===== src/rtl/uart_mem_loader_pkg.sv =====
// Shared definitions for the UART memory loader: default geometry and the
// FSM state encoding. The encoding values are fixed so that processor-side
// memory-init code can interpret them.
// Optional feature macro: LOADER_CHECKSUM_EN (adds the CHECK state).
package uart_mem_loader_pkg;

    localparam int LDR_DATA_WIDTH = 8;
    localparam int LDR_WORD_WIDTH = 16;
    localparam int LDR_ADDR_WIDTH = 12;
    localparam int LDR_MEM_DEPTH  = 4096;

    // Encoding is explicit so DONE keeps the same code with or without CHECK.
    typedef enum logic [2:0] {
        ST_IDLE       = 3'd0,
        ST_WAIT_START = 3'd1,
        ST_WAIT_END   = 3'd2,
        ST_WRITE      = 3'd3,
`ifdef LOADER_CHECKSUM_EN
        ST_CHECK      = 3'd4,
`endif
        ST_DONE       = 3'd5
    } state_t;

    // Number of received bytes that make up one memory word.
    function automatic int lanes_per_word(input int data_width, input int word_width);
        return word_width / data_width;
    endfunction

endpackage


===== src/rtl/uart_mem_loader_byte_packer.sv =====
// loader_byte_packer: byte-lane index counter and word assembly register.
// Bytes fill the word little-endian (first byte in the LSBs). word_nxt shows
// the word as it will look once the current byte is written, so the parent
// can register a complete word on the same edge that captures its last byte.
module loader_byte_packer
    import uart_mem_loader_pkg::*;
#(
    parameter int DATA_WIDTH = LDR_DATA_WIDTH,
    parameter int WORD_WIDTH = LDR_WORD_WIDTH
) (
    input  logic                  clk,
    input  logic                  rstN,
    input  logic                  clr_idx,
    input  logic                  capture,
    input  logic [DATA_WIDTH-1:0] byte_in,
    output logic [WORD_WIDTH-1:0] word_nxt,
    output logic                  last_lane
);

    localparam int LANES = lanes_per_word(DATA_WIDTH, WORD_WIDTH);
    localparam int IDX_W = (LANES > 1) ? $clog2(LANES) : 1;
    localparam logic [IDX_W-1:0] LAST_IDX = IDX_W'(LANES - 1);

    logic [IDX_W-1:0]      idx_q, idx_d;
    logic [WORD_WIDTH-1:0] word_q, word_d;
    logic [WORD_WIDTH-1:0] word_ins;

    assign last_lane = (idx_q == LAST_IDX);
    assign word_nxt  = word_ins;

    // Insert the incoming byte into its lane and advance the lane index.
    always_comb begin
        word_ins = word_q;
        word_ins[int'(idx_q) * DATA_WIDTH +: DATA_WIDTH] = byte_in;
        word_d = capture ? word_ins : word_q;
        idx_d  = idx_q;
        if (clr_idx) begin
            idx_d = '0;
        end else if (capture && !last_lane) begin
            idx_d = idx_q + 1'b1;
        end
    end

    // Lane index and assembly register; a reset drops any partial word.
    always_ff @(posedge clk or negedge rstN) begin
        if (!rstN) begin
            idx_q  <= '0;
            word_q <= '0;
        end else begin
            idx_q  <= idx_d;
            word_q <= word_d;
        end
    end

endmodule


===== src/rtl/uart_mem_loader.sv =====
// uart_mem_loader: collects bytes from a UART receiver handshake, packs them
// into words and writes MEM_DEPTH words to consecutive addresses from 0.
// Optional feature macro: LOADER_CHECKSUM_EN -- one trailer byte after the
// last word is compared with the XOR of all data bytes; chk_err flags a
// mismatch. Without the macro chk_err is tied low.
//
// state       | meaning
// ------------+-----------------------------------------------------------
// IDLE        | after reset; waiting for start_load
// WAIT_START  | waiting for rx_new_byte (receiver saw a start bit)
// WAIT_END    | waiting for rx_ready; captures rx_data on its first high cycle
// WRITE       | single-cycle memory write of the assembled word
// CHECK       | (checksum build) receives and compares the trailer byte
// DONE        | load complete; start_load begins a new load
module uart_mem_loader
    import uart_mem_loader_pkg::*;
#(
    parameter int DATA_WIDTH = LDR_DATA_WIDTH,
    parameter int WORD_WIDTH = LDR_WORD_WIDTH,
    parameter int ADDR_WIDTH = LDR_ADDR_WIDTH,
    parameter int MEM_DEPTH  = LDR_MEM_DEPTH
) (
    input  logic                  clk,
    input  logic                  rstN,
    input  logic                  rx_ready,
    input  logic                  rx_new_byte,
    input  logic [DATA_WIDTH-1:0] rx_data,
    input  logic                  start_load,
    output logic                  mem_wr_en,
    output logic [ADDR_WIDTH-1:0] mem_addr,
    output logic [WORD_WIDTH-1:0] mem_wr_data,
    output logic                  busy,
    output logic                  done,
    output logic                  chk_err
);

    localparam logic [ADDR_WIDTH-1:0] LAST_ADDR = ADDR_WIDTH'(MEM_DEPTH - 1);

    state_t                state_q, state_d;
    logic [ADDR_WIDTH-1:0] addr_q, addr_d;
    logic [ADDR_WIDTH-1:0] mem_addr_q, mem_addr_d;
    logic [WORD_WIDTH-1:0] mem_wr_data_q, mem_wr_data_d;
    logic                  mem_wr_en_q, mem_wr_en_d;
    logic                  busy_c;

    logic                  pk_clr;
    logic                  pk_capture;
    logic                  pk_last;
    logic [WORD_WIDTH-1:0] pk_word_nxt;

`ifdef LOADER_CHECKSUM_EN
    logic [DATA_WIDTH-1:0] csum_q, csum_d;
    logic                  armed_q, armed_d;
    logic                  chk_err_q, chk_err_d;
`endif

    loader_byte_packer #(
        .DATA_WIDTH (DATA_WIDTH),
        .WORD_WIDTH (WORD_WIDTH)
    ) u_packer (
        .clk       (clk),
        .rstN      (rstN),
        .clr_idx   (pk_clr),
        .capture   (pk_capture),
        .byte_in   (rx_data),
        .word_nxt  (pk_word_nxt),
        .last_lane (pk_last)
    );

    // Next-state and datapath control for the load sequence.
    always_comb begin
        state_d       = state_q;
        addr_d        = addr_q;
        mem_addr_d    = mem_addr_q;
        mem_wr_data_d = mem_wr_data_q;
        mem_wr_en_d   = 1'b0;
        busy_c        = 1'b0;
        pk_clr        = 1'b0;
        pk_capture    = 1'b0;
`ifdef LOADER_CHECKSUM_EN
        csum_d        = csum_q;
        armed_d       = armed_q;
        chk_err_d     = chk_err_q;
`endif
        unique case (state_q)
            ST_IDLE, ST_DONE: begin
                if (start_load) begin
                    state_d = ST_WAIT_START;
                    addr_d  = '0;
                    pk_clr  = 1'b1;
`ifdef LOADER_CHECKSUM_EN
                    csum_d    = '0;
                    armed_d   = 1'b0;
                    chk_err_d = 1'b0;
`endif
                end
            end
            ST_WAIT_START: begin
                busy_c = 1'b1;
                if (rx_new_byte) begin
                    state_d = ST_WAIT_END;
                end
            end
            ST_WAIT_END: begin
                busy_c = 1'b1;
                if (rx_ready) begin
                    pk_capture = 1'b1;
`ifdef LOADER_CHECKSUM_EN
                    csum_d = csum_q ^ rx_data;
`endif
                    if (pk_last) begin
                        // Register the write now so the strobe lands in WRITE.
                        state_d       = ST_WRITE;
                        mem_wr_en_d   = 1'b1;
                        mem_addr_d    = addr_q;
                        mem_wr_data_d = pk_word_nxt;
                    end else begin
                        state_d = ST_WAIT_START;
                    end
                end
            end
            ST_WRITE: begin
                busy_c = 1'b1;
                pk_clr = 1'b1;
                if (addr_q == LAST_ADDR) begin
`ifdef LOADER_CHECKSUM_EN
                    state_d = ST_CHECK;
`else
                    state_d = ST_DONE;
`endif
                end else begin
                    addr_d  = addr_q + 1'b1;
                    state_d = ST_WAIT_START;
                end
            end
`ifdef LOADER_CHECKSUM_EN
            ST_CHECK: begin
                // Trailer byte uses the same start/ready handshake as data.
                busy_c = 1'b1;
                if (!armed_q) begin
                    if (rx_new_byte) begin
                        armed_d = 1'b1;
                    end
                end else if (rx_ready) begin
                    chk_err_d = (rx_data != csum_q);
                    armed_d   = 1'b0;
                    state_d   = ST_DONE;
                end
            end
`endif
            default: begin
                state_d = ST_IDLE;
            end
        endcase
    end

    // State, address and registered write-port outputs.
    always_ff @(posedge clk or negedge rstN) begin
        if (!rstN) begin
            state_q       <= ST_IDLE;
            addr_q        <= '0;
            mem_addr_q    <= '0;
            mem_wr_data_q <= '0;
            mem_wr_en_q   <= 1'b0;
        end else begin
            state_q       <= state_d;
            addr_q        <= addr_d;
            mem_addr_q    <= mem_addr_d;
            mem_wr_data_q <= mem_wr_data_d;
            mem_wr_en_q   <= mem_wr_en_d;
        end
    end

`ifdef LOADER_CHECKSUM_EN
    // Running checksum, trailer handshake flag and mismatch flag.
    always_ff @(posedge clk or negedge rstN) begin
        if (!rstN) begin
            csum_q    <= '0;
            armed_q   <= 1'b0;
            chk_err_q <= 1'b0;
        end else begin
            csum_q    <= csum_d;
            armed_q   <= armed_d;
            chk_err_q <= chk_err_d;
        end
    end

    assign chk_err = chk_err_q;
`else
    assign chk_err = 1'b0;
`endif

    assign mem_wr_en   = mem_wr_en_q;
    assign mem_addr    = mem_addr_q;
    assign mem_wr_data = mem_wr_data_q;
    assign busy        = busy_c;
    assign done        = (state_q == ST_DONE);

endmodule


===== config.mk =====
export PLATFORM = sky130hd
export DESIGN_NAME = uart_mem_loader
export DESIGN_NICKNAME = d
export VERILOG_FILES = /design/src/rtl/uart_mem_loader_pkg.sv /design/src/rtl/uart_mem_loader_byte_packer.sv /design/src/rtl/uart_mem_loader.sv
export SDC_FILE = /design/constraint.sdc
export NUM_CORES = 1
export LEC_CHECK = 0
export ABC_AREA = 1
export BUFFER_PORTS_ARGS = -buffer_cell sky130_fd_sc_hd__buf_4
export CORE_MARGIN = 5
export CORE_UTILIZATION = 54
export DETAILED_ROUTE_END_ITERATION = 8
export PLACE_DENSITY = 0.89
export SLEW_MARGIN = 40
export SYNTH_ARGS = -nofsm -noshare
export SYNTH_HDL_FRONTEND = slang
export SYNTH_SLANG_ARGS = --single-unit

===== constraint.sdc =====
create_clock -name clk -period 1.62 [get_ports clk]
set_input_delay 0.162 -clock clk [delete_from_list [all_inputs] [get_ports clk]]
set_output_delay 0.162 -clock clk [all_outputs]
set_load 0.1 [all_outputs]

# After elaboration in Yosys (flattened, before gate mapping)
# Cells that the tools add are included.
# word_totals
word_cells	51
input_bits	13
register_bits	61
# classes
muxes	20
shifts	2
n_eq_ne	9
n_reduce_logical	10
add_sub_neg	3
# op_table
cell	n
$neg A4 Y33	1
$shift A8 B33 Y16 const A	1
$shiftx A8 B33 Y16	1
$mux W12	2
$pmux W12 S2	1
$bwmux W16	1
$add A12 B1 Y12 const B	1
$eq A12 B12 Y1 const B	1
$mux W3	4
$pmux W3 S4	1
$mux W1	9
$reduce_and A3 Y1	3
$ne A2 B2 Y1 const B	4
$eq A3 B2 Y1 const B	2
$reduce_bool A2 Y1	2
$eq A3 B1 Y1 const B	1
$eq A3 B3 Y1 const B	1
$logic_not A3 Y1	1
$reduce_or A3 Y1	1
$mux W2	1
$pmux W1 S2	1
$reduce_or A2 Y1	1
$add A1 B1 Y1 const B	1
$logic_and A1 B1 Y1	1
$logic_not A1 Y1	1

# Longest topological paths before layout
# Gate-level depths: netlist (run 1).
# logic_depth
word_depth	5
depth_mapped	10
mapped_depth_nobuf	9

# Hierarchy
# Synthesis (run 1) repeated with hierarchy kept, for this count alone.
# hier_totals
hier_cells	403
hier_area_um2	3070.4
# modules_own_cells
module	n_inst	seq_area_each_um2	cells_each	area_each_um2
uart_mem_loader	1	1101.1	257	2059.5
loader_byte_packer	1	425.4	146	1011.0

# Least setup slack after synthesis (run 1)
# No wires, ideal clock.
# synth_path
path_kind	register to output
startpoint	register state_q[2]
endpoint	output port done
t_arrival_ns	1.804
required_ns	1.458
setup_slack_ns	-0.346
path_stages_with_launch	3
cell_sequence	dfrtp_1 -> inv_1 -> nor2_1
# synth_via
elab_chain_cells	1
# synth_rtl
item	line	source
from (decl)	uart_mem_loader.sv:39	state_t state_q, state_d;
from (signal assigned)	uart_mem_loader.sv:166	state_q <= state_d;
$eq A3 B3 Y1	uart_mem_loader.sv:197	assign done = (state_q == ST_DONE);
to (decl)	uart_mem_loader.sv:33	output logic done,
# No other way between the ends.

# Worst setup path in the final report (run 1)
# layout_path
startpoint	register addr_q[0]
endpoint	register addr_q[8]
# layout_via
elab_chain_cells	3
word_cells_on_any_way	6
classes_between	add/sub (1); eq/ne (2); mux (2); reduce/logical (1)
# layout_rtl
item	line	source
from (decl)	uart_mem_loader.sv:40	logic [ADDR_WIDTH-1:0] addr_q, addr_d;
from (signal assigned)	uart_mem_loader.sv:167	addr_q <= addr_d;
$add A12 B1 Y12 or $eq A12 B12 Y1 (tied branches)	uart_mem_loader.sv:132, uart_mem_loader.sv:125	
$mux W12 or $ne A2 B2 Y1 (tied branches)	--	
$pmux W12 S2 or $reduce_and A3 Y1 (tied branches)	--	
# Parallel ways exist; a longest one is shown, timed or not. The select of a mux whose other input is x is not followed.
# A chain may end at the register's enable or synchronous reset.

==> metrics.md, run 1 <==
| Metric | Value |
|---|---|
| Outcome | `completed` |
| Overflow after GRT | `0` |
| FP Rows | `24` |
| Non-filler instance count after layout | `between 300 and 400` |
| Hold depth | `3` |
| Post-synthesis sequential area ratio | `54.4%` |
| Syn Nets | `296` |
| #FFs+latches synth | `53` |
| Min Tclk post-route | `1.49 ns` |
| Crit path largest cell delay | `0.43 ns` |
| Ant diodes | `0` |
| Critical Path Stages | `9` |
| PD cells | `1900 mW/mm^2` |
| Chip height | `77.2 um` |
| Post-Route M1 WL | `between 2000 and 2500 um` |
| R2R depth | `9` |
| Crit. Startpoint | `addr_q[0]` |
| Global-route wire length before repair | `9050 um` |
| FFs w/ async S/R, synth | `100%` |
| WP buf/inv | `1` |
| Die X | `77.2 um` |
| Core area | `0.00435 sq mm` |
| Layout cell share with drive strength beyond 1 | `26.4%` |
| I/O Pins | `45` |
| Final period util | `92.1%` |
| Startpoint types | `register` |
| Remaining DRCs | `0` |
| Fmax | `between 0.6 and 0.7 GHz` |
| GRT Overall Usage | `18.5%` |
| # clock sinks | `53` |
| Largest net degree at the start of global routing | `54` |
| Worst path cell trace | `ha_1 -> nand2_1 -> nor2_1 -> nand2_1 -> nor2_2 -> inv_1 -> nand2_4 -> nand2_1 -> nand2_1` |
| Final Hold Viols | `0` |
| Synth area leader | `dfrtp_1` |
| Starting Density | `56.0%` |
| Crit. End Element | `register` |
| Layout area overhead | `19.5%` |
| Final setup vio count | `0` |
| Worst vdd ir | `747 uV` |
| Max Transition Viols Final | `0` |
| DR top layer | `met4` |
| Number of global-route vias before repair | `1974` |
| Max stage delay cell, worst path | `dfrtp_2` |
| Layout Skew | `0.00465 ns` |
| Synth area leaders | `dfrtp_1 (54%), nand2_1 (17%), o21ai_2 (6.5%), inv_1 (4.6%), buf_6 (2.8%)` |
| Final Hold Slack | `0.0629 ns` |
| Cells after synthesis | `282` |
| Initial antenna violation count | `0` |
| Crit Path Class | `register to register` |
| Final WS setup | `0.128 ns` |
| Root buffer cell | `clkbuf_8` |
| Worst-Margin Slew | `0.639 ns` |
| Post-layout util | `66.9%` |
| Drt first pass iters | `4` |
| Critical Path RT | `between 1.5 and 2 ns` |
| Met2 wire length | `2520 um` |
| Cell Area, Synth | `0.00244 sq mm` |
| Post-Syn Area per Cell | `8.65 sq um` |
| Net count, final | `346` |
| Synth cell types | `25` |
| Max cap viols | `0` |
| Cell mode on critical path | `nand2_1` |
| Iter 0 DRT Violations | `145` |
| Aggregate routed wire length | `5060 um` |
| Min-delay src | `rx_data[3]` |
| Die area | `0.00596 sq mm` |
| Vias per inst | `5.04` |
| Crit path DAT | `1.69 ns` |
| P_leak | `1.53 nW` |
| Hold Path Class | `primary input to register` |
| EDFF count, synth | `0` |
| Met3 WL | `between 200 and 250 um` |
| DP Cell Count | `374` |
| H-tree Lvls | `2` |
| Final ANT Viol Nets | `0` |
| Relative max-transition margin | `between 50% and 60%` |
| Yosys top cell area share | `54.4%` |
| Pre-CTS WS | `0.0605 ns` |
| Cell family with most CP delay | `simple AND/OR/NAND/NOR gates` |
| FF-to-FF Start | `addr_q[0]` |
| Max Fanout on Critical Path | `12` |
| Ys flop type | `dfrtp_1` |
| Vias | `1939` |
| Port bufs | `43` |
| Gpl congestion | `0.891` |
| Clock Path Buffers | `2` |
| Post-DP HPWL | `3720 um` |
| Worst skew pair latency | `0.30 ns` |
| Tot Pwr | `0.00555 W` |
| TritonCTS Buffers | `5` |
| Synth warn | `0` |
| CTS tree | `yes` |
| Clk slew on worst S/H paths | `0.10 ns` |
| Drt wl/cell | `13.1 um` |
==> synth_stat cells, types with 2 or more instances <==
master,n
nand3_1,12
o21ai_2,18
buf_6,6
buf_4,2
nand2_2,2
nand4_1,2
xor2_1,2
o21ai_0,13
dfrtp_1,53
inv_1,30
nand2_1,113
nor2_4,3
nor2_1,14
==> what timing repair did <==
action / 4_1_cts / 5_1_grt
endpoints found under the hold margin: 53 / 0
resized for setup: 0 / 3
buffers inserted: 0 / 2
setup endpoints to repair: 0 / 12
hold buffers: 1 / 0
==> sequential cells by signal (all words and copies together), names as in the netlist <==
name / flops
state_q: 3
addr_q: 12
u_packer.last_lane: 1
mem_wr_data: 16
mem_addr: 12
u_packer.word_q: 8
mem_wr_en: 1
==> cell type report <==
cell class / instances / area [sq um]
clock inverters: 3 / 25.0
clock buffers: 5 / 68.8
multi-input cells: 189 / 918
repair buffers: 52 / 393
well taps: 52 / 65.1
flip-flops and latches: 53 / 1330
inverters: 31 / 116
fillers: 326 / 1440
==> through the flow <==
step / setup TNS, ns / cell area (sq um)
finish: 0 / 2910
global route: -0.117 / 2910
CTS: 0 / 2890
detailed placement: 0 / 2790
global placement: 0 / 2790
floorplan: 0 / 2440
==> power by group <==
part           internal [W]  switching (W)
logic              0.000606        0.00231
clock network      0.000313       0.000444
registers           0.00168       0.000195
total               0.00260        0.00295
==> cell families (layout without fill, tap and decap cells) <==
| logic type | Yosys count | in the layout | share of synthesized area [%] |
|---|---|---|---|
| xor+xnor | 2 | 2 | 0.718 |
| compound gates | 36 | 36 | 10.5 |
| simple gates | 149 | 149 | 25.4 |
| fa+ha+maj | 1 | 1 | 0.513 |
| buf+inv | 40 | 91 | 8.36 |
| flops | 53 | 53 | 54.4 |
| other cells | 1 | 1 | 0.154 |
==> final timing paths <==
check | end | slack [ns]
hold reg to reg | mem_wr_data[11] | 0.48
min in group asynchronous | mem_wr_data[1] | 0.43
max in group asynchronous | addr_q[0] | 0.74
setup / recovery | addr_q[8] | 0.13
hold / removal | mem_wr_data[11] | 0.06
setup reg to reg | addr_q[8] | 0.13
==> cells in the final DEF (no fill, tap or decap), drive strengths merged, types with 2 or more instances in the layout <==
master	instances
nand2	115
dfrtp	53
buf	51
inv	32
o21ai	32
nor2	18
nand3	12
clkbuf	5
xor2	2
nand4	2
==> worst register-to-register path, cell delays in order, from the launching register on <==
cell,delay (ns)
dfrtp_2,0.43
ha_1,0.21
nand2_1,0.12
nor2_1,0.06
nand2_1,0.13
nor2_2,0.07
inv_1,0.12
nand2_4,0.12
nand2_1,0.09
nand2_1,0.05
==> per-layer routing <==
metal  vias to the layer above  track usage [%]
li1                        970                -
met1                       917             22.5
met2                        39             31.1
met3                        13             5.27
met4                         0             6.36
met5                         -                0
(Power assumes the default switching activity.)
==> inputs of run 2 (changes only) <==
--- a/config.mk
+++ b/config.mk
@@ -5,7 +5,6 @@
 export SDC_FILE = /design/constraint.sdc
 export NUM_CORES = 1
 export LEC_CHECK = 0
-export ABC_AREA = 1
 export BUFFER_PORTS_ARGS = -buffer_cell sky130_fd_sc_hd__buf_4
 export CORE_MARGIN = 5
 export CORE_UTILIZATION = 54
==> metrics.md, run 2 <==
| Metric | Value |
|---|---|
| Reg area | `0.00133 sq mm (+0.28%)` |
| Most frequent cell after synthesis | `dfrtp_1` |
| Synth area leader | `dfrtp_1` |
| Max cap viols | `0 (unchanged)` |
| Final Hold Viols | `0 (unchanged)` |
| Crit path DAT | `1.42 ns (-0.27 ns)` |
| Drt first pass iters | `4 (unchanged)` |
| Crit Path Class | `register to primary output` |
| PD cells | `2080 mW/mm^2 (+9.2%)` |
| Die area | `0.00580 sq mm (-2.6%)` |
| Non-filler instance count after layout | `305 (-21%)` |
| Relative max-transition margin | `57.3% (-0.15 points)` |
| Vias | `1719 (-11%)` |
| Yosys top cell area share | `56.1% (+1.7 points)` |
| Most frequent cells in the layout | `buf_4 (64), dfrtp_1 (49), mux2_2 (33)` |
| Clock Path Buffers | `2 (unchanged)` |
| Chip height | `76.2 um (-1.3%)` |
| #FFs+latches synth | `53 (unchanged)` |
| Worst-Margin Slew | `0.641 ns (+0.00220 ns)` |
| Worst vdd ir | `913 uV (+22%)` |
| Post-layout util | `70.4% (+3.4 points)` |
| Cell family with most CP delay | `flip-flops` |
| Post-Syn Area per Cell | `12.4 sq um (+43%)` |
| GRT Overall Usage | `18.3% (-0.16 points)` |
| Max Transition Viols Final | `0 (unchanged)` |
| CTS tree | `yes` |
| Ys flop type | `dfrtp_1` |
| Commonest non-fill, non-tap cell in the layout | `buf_4` |
| DP Cell Count | `294 (-21%)` |
| Final setup vio count | `0 (unchanged)` |
| Cells after synthesis | `191 (-32%)` |
| Die X | `76.2 um (-1.3%)` |
| Core area | `0.00429 sq mm (-1.4%)` |
| Hold Path Class | `primary input to register` |
| Largest net degree at the start of global routing | `54 (unchanged)` |
| Tot Pwr | `0.00628 W (+13%)` |
| Final WS setup | `0.0417 ns (-0.0863 ns)` |
| Outcome | `completed` |
| Ant diodes | `0 (unchanged)` |
| Number of global-route vias before repair | `1775 (-10%)` |
| Syn Nets | `205 (-31%)` |
| Synth area leaders | `dfrtp_1 (56%), mux2_2 (17%), nand3_1 (2.1%), buf_2 (1.9%), nand2_1 (1.7%)` |
| Pre-CTS WS | `-0.00430 ns (-0.0648 ns)` |
| Fmax | `0.634 GHz (-5.5%)` |
| Crit. End Element | `primary output` |
| Remaining DRCs | `0 (unchanged)` |
| Post-synthesis sequential area ratio | `56.1% (+1.7 points)` |
| Critical Path RT | `1.46 ns (-0.36 ns)` |
| Layout area overhead | `27.8%` |
| Aggregate routed wire length | `4990 um (-1.4%)` |
| Layout Skew | `0.00515 ns (+0.000501 ns)` |
| Commonest cells in the netlist | `dfrtp_1 (53), mux2_2 (35), nand2_1 (11), nand3_1 (10), buf_2 (9)` |
| WP buf/inv | `3 (+2)` |
| Final ANT Viol Nets | `0 (unchanged)` |
| FFs w/ async S/R, synth | `100% (unchanged)` |
| Synth cell types | `41 (+64%)` |
| Layout cell share with drive strength beyond 1 | `50.2% (+24 points)` |
| Multi-input gate area | `993 sq um (+8.2%)` |
| I/O Pins | `45 (unchanged)` |
| # clock sinks | `53 (unchanged)` |
| EDFF count, synth | `0 (unchanged)` |
| Crit path largest cell delay | `0.47 ns (+0.04 ns)` |
| Drt wl/cell | `16.4 um (+25%)` |
| H-tree Lvls | `2 (unchanged)` |
| Clk slew on worst S/H paths | `0.09 ns (about the same)` |
| Largest register FFs | `16 (unchanged)` |
| Min Tclk post-route | `1.58 ns (+0.0863 ns)` |
| Fin Setup TNS | `0 ns (unchanged)` |
| Net count, final | `268 (-23%)` |
| Port bufs | `43 (unchanged)` |
| Cell Area, Synth | `0.00236 sq mm (-3.0%)` |
| Final period util | `97.4% (+5.3 points)` |
| Synth warn | `0 (unchanged)` |
| Gpl congestion | `0.846 (-5.1%)` |
| Final-layout fill cell count | `297 (-8.9%)` |
| Max stage delay cell, worst path | `dfrtp_2` |
| Post-DP HPWL | `3520 um (-5.4%)` |
| Global-route wire length before repair | `8800 um (-2.7%)` |
| TritonCTS Buffers | `5 (unchanged)` |
| FP Rows | `24 (unchanged)` |
| Worst path cell trace | `inv_1 -> buf_4 -> and3_2 -> buf_8` |
| Iter 0 DRT Violations | `138 (-4.8%)` |
| Starting Density | `55.1% (-0.94 points)` |
| P_leak | `1.51 nW (-1.0%)` |
| Overflow after GRT | `0 (unchanged)` |
| Vias per inst | `5.64 (+12%)` |
| Startpoint types | `register` |
| Initial antenna violation count | `0 (unchanged)` |
| Max Fanout on Critical Path | `7 (-5)` |
| Root buffer cell | `clkbuf_8` |
| Worst skew pair latency | `0.30 ns (about the same)` |
## run 2: cell types whose count changed after synthesis, sizes merged, moves of 4 or more
cell,before,now
a21oi,1,6
a31oi,0,4
inv,31,5
mux2,0,36
nand2,115,11
nor2,18,7
nor3,1,6
o21ai,32,6
## run 2: kinds of logic after synthesis
family                   after synthesis  share of synthesized area (%)
flip-flops                            53                           56.1
multiplexers                          36                           17.1
AO/OA/AOI/OAI                         31                           9.63
buffers and inverters                 17                           3.33
other                                  1                          0.159
adder cells (fa/ha/maj)                1                          0.529
XOR/XNOR                               1                          0.370
AND/OR/NAND/NOR                       51                           12.8
## run 2: final timing paths
kind                        startpoint           to  slack, ns  depth (start not counted)
setup / recovery            state_q[1]         done       0.04                          4
hold / removal             rx_new_byte   state_q[0]       0.08                          2
setup reg to reg             addr_q[1]   addr_q[11]       0.07                          5
hold reg to reg            mem_addr[7]  mem_addr[7]       0.51                          1
max in group asynchronous         rstN    addr_q[5]       0.73                          2
min in group asynchronous         rstN   state_q[1]       0.43                          2
## run 2: layout make-up
type / count / area share [%]
Inverter: 5 / 0.704
Clock buffer: 5 / 2.28
Tap cell: 52 / 2.15
Clock inverter: 1 / 0.166
Timing Repair Buffer: 68 / 17.8
Sequential cell: 53 / 44.1
Multi-Input combinational cell: 121 / 32.9
## run 2: where the power goes
group	switching [W]	total, W	internal (W)
sequential	0.000311	0.00207	0.00176
clock	0.000401	0.000686	0.000285
combinational	0.00254	0.00353	0.000986
total	0.00325	0.00628	0.00303
## run 2: what timing repair did
action | in CTS | in global routing
hold endpoints to repair | 53 | 0
gates resized for setup | 4 | 6
setup buffers | 0 | 4
endpoints found under the setup margin | 3 | 19
hold buffers | 1 | 0
pin swaps | 0 | 2
## run 2: per-layer routing
metal / global-route usage, % / vias up / wire [um]
met5: 0 / - / 0
met4: 7.34 / 0 / 95
met3: 3.90 / 9 / 239
met2: 30.0 / 53 / 2550
met1: 23.6 / 846 / 2110
li1: - / 811 / -
## run 2: metrics by stage
step	instance area, sq um	hold slack (ns)
after floorplan	2400	-0.134
final	3020	0.0811
after global routing	3020	0.0891
after CTS	2980	0.0805
after detailed placement	2890	0.232
after global placement	2890	0.226
